### src/rtl/rvfi_pkg.sv
// rvfi_pkg: shared types and helpers for the RVFI producer.
//   rvfi_instr_t   - one RVFI retirement packet
//   rvfi_mem_rec_t - memory side-info captured from the LSU, keyed by scoreboard id
//   is_mem_op()    - instruction is a load/store (incl. FP and compressed forms)
//   is_fp_dest()   - instruction writes an FP register (rd==0 then names f0, not x0)
package rvfi_pkg;

    localparam int XLEN            = 64;
    localparam int VLEN            = 64;
    localparam int MASK_W          = XLEN / 8;
    localparam int NR_COMMIT_PORTS = 2;
    localparam int NR_SB_ENTRIES   = 8;

    typedef struct packed {
        logic              valid;
        logic [63:0]       order;
        logic [31:0]       insn;
        logic              trap;
        logic              halt;
        logic              intr;
        logic [XLEN-1:0]   cause;
        logic [1:0]        mode;
        logic [1:0]        ixl;
        logic [4:0]        rs1_addr;
        logic [4:0]        rs2_addr;
        logic [XLEN-1:0]   rs1_rdata;
        logic [XLEN-1:0]   rs2_rdata;
        logic [4:0]        rd_addr;
        logic [XLEN-1:0]   rd_wdata;
        logic [VLEN-1:0]   pc_rdata;
        logic [VLEN-1:0]   pc_wdata;
        logic [XLEN-1:0]   mem_addr;
        logic [MASK_W-1:0] mem_rmask;
        logic [MASK_W-1:0] mem_wmask;
        logic [XLEN-1:0]   mem_rdata;
        logic [XLEN-1:0]   mem_wdata;
    } rvfi_instr_t;

    typedef struct packed {
        logic              valid;
        logic [XLEN-1:0]   addr;
        logic [MASK_W-1:0] rmask;
        logic [MASK_W-1:0] wmask;
        logic [XLEN-1:0]   wdata;
    } rvfi_mem_rec_t;

    // Compressed loads/stores live in quadrants 0 and 2 with funct3 other than 000/100.
    function automatic logic is_mem_op(input logic [31:0] insn);
        logic res;
        res = 1'b0;
        case (insn[1:0])
            2'b11: begin
                case (insn[6:0])
                    7'b0000011, 7'b0100011, 7'b0000111, 7'b0100111: res = 1'b1;
                    default:                                        res = 1'b0;
                endcase
            end
            2'b00, 2'b10: res = (insn[15:13] != 3'b000) && (insn[15:13] != 3'b100);
            default:      res = 1'b0;
        endcase
        return res;
    endfunction

    // OP-FP compares, classify/move-to-x and convert-to-int write an x register.
    function automatic logic is_fp_dest(input logic [31:0] insn);
        logic res;
        res = 1'b0;
        case (insn[1:0])
            2'b11: begin
                case (insn[6:0])
                    7'b0000111, 7'b1000011, 7'b1000111,
                    7'b1001011, 7'b1001111: res = 1'b1;
                    7'b1010011: res = (insn[31:27] != 5'b10100) && (insn[31:27] != 5'b11100)
                                   && (insn[31:27] != 5'b11000);
                    default:    res = 1'b0;
                endcase
            end
            2'b00, 2'b10: res = (insn[15:13] == 3'b001);
            default:      res = 1'b0;
        endcase
        return res;
    endfunction

endpackage

### src/rtl/rvfi_mem_table.sv
// rvfi_mem_table: per-scoreboard-entry memory records for RVFI.
//   clk_i/rst_i      clock, async active-high reset
//   flush_i          drop all records at the next edge (same-cycle write discarded)
//   wr_valid_i/wr_id_i/wr_rec_i   LSU capture port (later write to same id overwrites)
//   rd_en_i/rd_id_i  one read+consume port per commit port
//   rd_rec_o         record seen by each commit port, bypassing a same-cycle write
module rvfi_mem_table
    import rvfi_pkg::*;
#(
    parameter int NR_PORTS   = 2,
    parameter int NR_ENTRIES = 8,
    parameter int ID_W       = $clog2(NR_ENTRIES)
) (
    input  logic                     clk_i,
    input  logic                     rst_i,
    input  logic                     flush_i,
    input  logic                     wr_valid_i,
    input  logic [ID_W-1:0]          wr_id_i,
    input  rvfi_mem_rec_t            wr_rec_i,
    input  logic [NR_PORTS-1:0]      rd_en_i,
    input  logic [NR_PORTS*ID_W-1:0] rd_id_i,
    output rvfi_mem_rec_t            rd_rec_o [NR_PORTS]
);

    rvfi_mem_rec_t table_r [NR_ENTRIES];
    rvfi_mem_rec_t table_s [NR_ENTRIES];
    logic          hit_s;
    logic          clr_s;

    // Read ports: a write to the same id in this cycle is visible to the commit.
    always_comb begin
        for (int i = 0; i < NR_PORTS; i++) begin
            if (wr_valid_i && (wr_id_i == rd_id_i[i*ID_W +: ID_W])) begin
                rd_rec_o[i]       = wr_rec_i;
                rd_rec_o[i].valid = 1'b1;
            end else begin
                rd_rec_o[i] = table_r[rd_id_i[i*ID_W +: ID_W]];
            end
        end
    end

    // Next table state: flush beats everything; a commit consumes both the
    // stored record and any same-cycle write to that id.
    always_comb begin
        hit_s = 1'b0;
        clr_s = 1'b0;
        for (int e = 0; e < NR_ENTRIES; e++) begin
            table_s[e] = table_r[e];
            hit_s      = wr_valid_i && (wr_id_i == ID_W'(e));
            clr_s      = 1'b0;
            for (int i = 0; i < NR_PORTS; i++) begin
                clr_s = clr_s | (rd_en_i[i] && (rd_id_i[i*ID_W +: ID_W] == ID_W'(e)));
            end
            if (flush_i) begin
                table_s[e].valid = 1'b0;
            end else if (hit_s) begin
                table_s[e]       = wr_rec_i;
                table_s[e].valid = ~clr_s;
            end else begin
                table_s[e].valid = table_r[e].valid & ~clr_s;
            end
        end
    end

    // Record storage.
    always_ff @(posedge clk_i or posedge rst_i) begin
        if (rst_i) begin
            for (int e = 0; e < NR_ENTRIES; e++) begin
                table_r[e] <= '0;
            end
        end else begin
            for (int e = 0; e < NR_ENTRIES; e++) begin
                table_r[e] <= table_s[e];
            end
        end
    end

endmodule

### src/rtl/rvfi_commit_packer.sv
// rvfi_commit_packer: builds registered RVFI packets from commit-stage info
// plus LSU memory side-info captured per scoreboard id.
//   clk_i/rst_i        clock, async active-high reset
//   flush_i            drop all captured memory records
//   lsu_*              one executed memory access per cycle, keyed by trans_id
//   commit_*           per-port retire/trap info (flat vectors, port i at slice i)
//   rvfi_o             one packet per commit port, one cycle after commit
//   mem_miss_o         a retiring load/store found no memory record
module rvfi_commit_packer
    import rvfi_pkg::*;
#(
    parameter int NR_COMMIT_PORTS = 2,
    parameter int NR_SB_ENTRIES   = 8,
    parameter int TRANS_ID_W      = $clog2(NR_SB_ENTRIES)
) (
    input  logic                                clk_i,
    input  logic                                rst_i,
    input  logic                                flush_i,
    input  logic                                lsu_valid_i,
    input  logic [TRANS_ID_W-1:0]               lsu_trans_id_i,
    input  logic [XLEN-1:0]                     lsu_addr_i,
    input  logic [XLEN/8-1:0]                   lsu_rmask_i,
    input  logic [XLEN/8-1:0]                   lsu_wmask_i,
    input  logic [XLEN-1:0]                     lsu_wdata_i,
    input  logic [NR_COMMIT_PORTS-1:0]          commit_valid_i,
    input  logic [NR_COMMIT_PORTS-1:0]          commit_trap_i,
    input  logic [NR_COMMIT_PORTS*TRANS_ID_W-1:0] commit_trans_id_i,
    input  logic [NR_COMMIT_PORTS*VLEN-1:0]     commit_pc_i,
    input  logic [NR_COMMIT_PORTS*32-1:0]       commit_insn_i,
    input  logic [NR_COMMIT_PORTS*5-1:0]        commit_rd_addr_i,
    input  logic [NR_COMMIT_PORTS*XLEN-1:0]     commit_rd_wdata_i,
    input  logic [1:0]                          commit_mode_i,
    output rvfi_instr_t                         rvfi_o [NR_COMMIT_PORTS],
    output logic                                mem_miss_o
);

    rvfi_mem_rec_t wr_rec_s;
    rvfi_mem_rec_t rec_s [NR_COMMIT_PORTS];
    rvfi_instr_t   pkt_s [NR_COMMIT_PORTS];
    rvfi_instr_t   rvfi_r [NR_COMMIT_PORTS];
    logic [63:0]   order_r;
    logic [63:0]   cnt_s;
    logic          miss_s;
    logic          miss_r;
    logic          retire_s;
    logic [31:0]   insn_s;

    assign wr_rec_s = '{valid: 1'b1, addr: lsu_addr_i, rmask: lsu_rmask_i,
                        wmask: lsu_wmask_i, wdata: lsu_wdata_i};

    rvfi_mem_table #(
        .NR_PORTS   (NR_COMMIT_PORTS),
        .NR_ENTRIES (NR_SB_ENTRIES),
        .ID_W       (TRANS_ID_W)
    ) u_mem_table (
        .clk_i      (clk_i),
        .rst_i      (rst_i),
        .flush_i    (flush_i),
        .wr_valid_i (lsu_valid_i),
        .wr_id_i    (lsu_trans_id_i),
        .wr_rec_i   (wr_rec_s),
        .rd_en_i    (commit_valid_i | commit_trap_i),
        .rd_id_i    (commit_trans_id_i),
        .rd_rec_o   (rec_s)
    );

    // Packet assembly; orders are handed out in port order to retiring ports only.
    always_comb begin
        cnt_s    = 64'd0;
        miss_s   = 1'b0;
        retire_s = 1'b0;
        insn_s   = 32'd0;
        for (int i = 0; i < NR_COMMIT_PORTS; i++) begin
            pkt_s[i] = '0;
            retire_s = commit_valid_i[i] & ~commit_trap_i[i];
            insn_s   = commit_insn_i[i*32 +: 32];
            if (commit_valid_i[i] || commit_trap_i[i]) begin
                pkt_s[i].valid    = retire_s;
                pkt_s[i].trap     = commit_trap_i[i];
                pkt_s[i].order    = order_r + cnt_s;
                pkt_s[i].pc_rdata = commit_pc_i[i*VLEN +: VLEN];
                pkt_s[i].insn     = insn_s;
                pkt_s[i].rd_addr  = commit_rd_addr_i[i*5 +: 5];
                pkt_s[i].mode     = commit_mode_i;
                // x0 never holds a value; f0 does.
                if ((commit_rd_addr_i[i*5 +: 5] == 5'd0) && !is_fp_dest(insn_s)) begin
                    pkt_s[i].rd_wdata = {XLEN{1'b0}};
                end else begin
                    pkt_s[i].rd_wdata = commit_rd_wdata_i[i*XLEN +: XLEN];
                end
                if (rec_s[i].valid) begin
                    pkt_s[i].mem_addr  = rec_s[i].addr;
                    pkt_s[i].mem_rmask = rec_s[i].rmask;
                    pkt_s[i].mem_wmask = rec_s[i].wmask;
                    pkt_s[i].mem_wdata = rec_s[i].wdata;
                end else begin
                    miss_s = miss_s | (retire_s & is_mem_op(insn_s));
                end
            end else begin
                pkt_s[i] = '0;
            end
            cnt_s = cnt_s + {63'd0, retire_s};
        end
    end

    // Output packets, miss flag and retirement order counter.
    always_ff @(posedge clk_i or posedge rst_i) begin
        if (rst_i) begin
            for (int i = 0; i < NR_COMMIT_PORTS; i++) begin
                rvfi_r[i] <= '0;
            end
            order_r <= 64'd0;
            miss_r  <= 1'b0;
        end else begin
            for (int i = 0; i < NR_COMMIT_PORTS; i++) begin
                rvfi_r[i] <= pkt_s[i];
            end
            order_r <= order_r + cnt_s;
            miss_r  <= miss_s;
        end
    end

    assign rvfi_o     = rvfi_r;
    assign mem_miss_o = miss_r;

endmodule

### config.mk
export PLATFORM = sky130hd
export DESIGN_NAME = rvfi_commit_packer
export DESIGN_NICKNAME = d
export VERILOG_FILES = /design/src/rtl/rvfi_pkg.sv /design/src/rtl/rvfi_mem_table.sv /design/src/rtl/rvfi_commit_packer.sv
export SDC_FILE = /design/constraint.sdc
export NUM_CORES = 2
export LEC_CHECK = 0
export ABC_AREA = 1
export CAP_MARGIN = 25
export CORE_AREA = 3 3 735 737
export CTS_CLUSTER_DIAMETER = 100
export DETAILED_ROUTE_END_ITERATION = 10
export DIE_AREA = 0 0 738 740
export GPL_TIMING_DRIVEN = 0
export SLEW_MARGIN = 20
export SYNTH_ARGS = -nofsm -noshare
export SYNTH_HDL_FRONTEND = slang
export SYNTH_SLANG_ARGS = --single-unit
### constraint.sdc
create_clock -name clk_i -period 78.6 [get_ports clk_i]
set_clock_uncertainty 0.05 [all_clocks]
set_input_delay 15.72 -clock clk_i [delete_from_list [all_inputs] [get_ports clk_i]]
set_output_delay 15.72 -clock clk_i [all_outputs]
set_load 0.01 [all_outputs]
==> flow_metrics.tcl <==
set metrics [dict create \
    routabilityCongestion 0.995 \
    post_cts_buffers 0 \
    yosys-top-cells-area "dfrtp_1 (52%), nor2_1 (10%), nand2_1 (7.9%)" \
    cts_tree "built" \
    worstSetupPathType "in -> reg" \
    placed_area_um2 121000 \
    routedWlPerCell_um 27.7 \
    synth-main-ff-cell "dfrtp_1" \
    drive_above_1_share 0.0982 \
    dpl_worst_slack_ns 58.23 \
    hold_buffers 0 \
    first_iter_violations 14556 \
    first_global_vias 90703 \
    cp-end-kind "flop" \
    synth_simple_gate_area_share 0.244 \
    setup_viol 0 \
    crit_family "buffers and inverters" \
    dr.pass1.iters 9 \
    die_area_um2 546000 \
    r2r_setup_slack_ns 75.37 \
    hold_path.class "reg -> reg" \
    final_min_period_over_clock_period 0.250 \
    setup_ws_ns 58.93 \
    worstMarginPinSlew_ns 1.40 \
    drc 0 \
    slew_headroom 0.0632 \
    synth_mux_area_frac 0 \
    multi_input_area_um2 37300 \
    nets 15044 \
    maxSlewViolCount 0 \
    area_growth_pct 35.5 \
    synth-edff-count 0 \
    clock_sinks 1979 \
    startpoint_type "input port" \
    cts_buffer_depth 4 \
    yosysTopAreaCell "dfrtp_1" \
    dp_hpwl_um 464000 \
    power_density_nw_per_um2 23.8 \
    fillers 58466 \
    p_int_mw 2.07 \
    grt_usage 0.212 \
    initial_utilization 0.180 \
    maxCapViolations 0 \
    max_stage_delay_ns 1.23 \
    synth-seq-cells 1979 \
    synth_xor_area_frac 0.00540 \
    coreArea_um2 533000 \
    die_w_um 738 \
    ir_worst_vdd_mv 0.0315 \
    routed_via_density 4.46 \
    path_buf_inv 5 \
    path_max_fanout 10 \
    cts_root_buffer "clkbuf_16" \
    min_period_ns 19.67 \
    crit_required_ns 79.27 \
    ys_seq_area_frac 0.517 \
    synth.most_common_cell "nor2_1" \
    grt_pass1_wl_um 799000 \
    netlist_area_um2 95800 \
    antenna_found_initial 160 \
    ys.warnings.count 0 \
    async_flop_share 1.00 \
    seq_power_share 0.412 \
    vias 98093 \
    synth_top_area_share 0.517 \
    outcome "completed" \
    netSwitchingFraction 0.329 \
    cts_buffers 242 \
    synth_top_family_by_area "simple AND/OR/NAND/NOR gates" \
    critPathArrivalTime_ns 20.34 \
    synth-compound-area-share 0.113 \
    synth.distinct_cells 32 \
    cpMaxStageDelayCell "clkinv_1" \
    rsz0062_at_grt "no" \
    fmax_mhz 50.8 \
    syn_inst 12338 \
    tns_ns 0 \
    cts.repair.resized 0 \
    p_sw_mw 1.01 \
    clkPwrFrac 0.388 \
    grt-ovfl-total 0 \
    clk_latency_ns 1.04 \
    synth_common_cells "nor2_1 (2652), nand2_1 (2027), dfrtp_1 (1979), o21ai_0 (1203), nand3_1 (1051)" \
    design_area_um2 130000 \
    ant_nets 0 \
    portBuffers 1243 \
    clk_pin_slew_ns 0.06 \
    rows 268 \
    synth.avg_cell_area_um2 7.76 \
    path_cells "clkdlybuf4s50_1 -> buf_2 -> nand2_1 -> buf_2 -> buf_2 -> clkinv_1 -> nand2_1 -> nand4_1 -> nand3_1 -> nand2_1 -> nor2_1" \
    ios 1916 \
    combPwrFrac 0.200 \
    die_h_um 740 \
    ctsHtreeMaxLevel 4 \
    leakage_nw 62.2 \
    area.sequential_um2 49500 \
    wirelength_um 609000 \
    final-hold-violation-count 0 \
    grt_max_degree 110 \
    synthAdderAreaFrac 0.000601 \
]
[path summary, 6_finish.rpt]
kind                       cells past startpoint                      from                        to
setup reg to reg                               7  u_mem_table.table_r[434]               rvfi_o[715]
hold / removal                                 2  u_mem_table.table_r[280]  u_mem_table.table_r[280]
hold reg to reg                                2  u_mem_table.table_r[280]  u_mem_table.table_r[280]
setup / recovery                              11      commit_trans_id_i[3]                rvfi_o[15]
max in group asynchronous                      9                     rst_i               rvfi_o[128]
min in group asynchronous                      2                     rst_i               rvfi_o[277]
[per-stage QoR]
stage               total power, mW  hold WS (ns)  std cells   util
detailed placement             1.89         0.422      21321  0.227
global route                   3.21         0.450      21930  0.243
global placement               1.88         0.415      21268  0.224
CTS                            3.09         0.437      21771  0.242
floorplan                      1.60         0.403      13005      -
finish                         3.09         0.432      21996  0.243
[final cells by class]
| type | instances | area share |
|---|---|---|
| timing repair buffer | 1298 | 0.105 |
| clock buffer | 344 | 0.0540 |
| multi-input combinational | 8705 | 0.287 |
| inverter | 898 | 0.0260 |
| sequential | 1979 | 0.382 |
| antenna | 223 | 0.00430 |
| clock inverter | 106 | 0.0105 |
| tap | 7020 | 0.0677 |
| buffer | 1423 | 0.0632 |
[sequential cells by signal (all words and copies together), names as in the netlist]
signal,flops
mem_miss_o,1
rvfi_o,754
order_r,64
u_mem_table.table_r,1160
[power by group through the flow]
stage	Combinational [mW]	Sequential, mW	Clock (mW)
2_1_floorplan	0.327	1.27	0
3_3_place_gp	0.589	1.29	0
3_5_place_dp	0.603	1.28	0
4_1_cts	0.605	1.27	1.22
5_1_grt	0.670	1.29	1.25
6_report	0.616	1.27	1.20
[cell families (layout without fill, tap and decap cells)]
group / Yosys count / after routing
XOR/XNOR: 59 / 59
other: 1 / 891
flip-flops: 1979 / 1979
AO/OA/AOI/OAI: 2155 / 2155
buffers and inverters: 2321 / 4069
AND/OR/NAND/NOR: 5819 / 5819
adder cells (fa/ha/maj): 4 / 4
[tightest hold or removal path, cell delays in order (launching register included)]
cell and delay (ns):
dfrtp_1 0.34, nand2_1 0.05, o21ai_0 0.05
[routing by layer]
layer / global-route usage / vias to the layer above / wire, um
li1: - / 42480 / -
met1: 0.220 / 47058 / 195000
met2: 0.353 / 6859 / 287000
met3: 0.0739 / 1584 / 71600
met4: 0.158 / 112 / 54500
met5: 0 / - / 730
[cell usage in the layout (no fill, tap or decap), types with 8 or more instances in the layout]
cell,synthesis,routed
nor2_1,2652,2644
clkbuf_8,0,54
nor2_2,2,9
buf_6,1,11
inv_8,0,8
conb_1,1,668
buf_1,106,96
clkinv_2,0,42
inv_6,0,10
clkbuf_1,431,438
a21oi_1,940,938
clkbuf_2,1,41
inv_1,891,890
or2_2,30,30
nand3_1,1051,1051
buf_16,0,32
clkbuf_16,0,243
clkinvlp_4,0,10
buf_2,211,221
buf_4,673,676
clkdlybuf4s50_1,0,1243
xor2_1,59,59
nand4_1,18,18
o21ai_0,1203,1203
diode_2,0,223
nor3_1,31,29
nand2_1,2027,2025
dfrtp_1,1979,1979
bufinv_16,0,20
No activity file was read; power rests on OpenSTA's default activity.
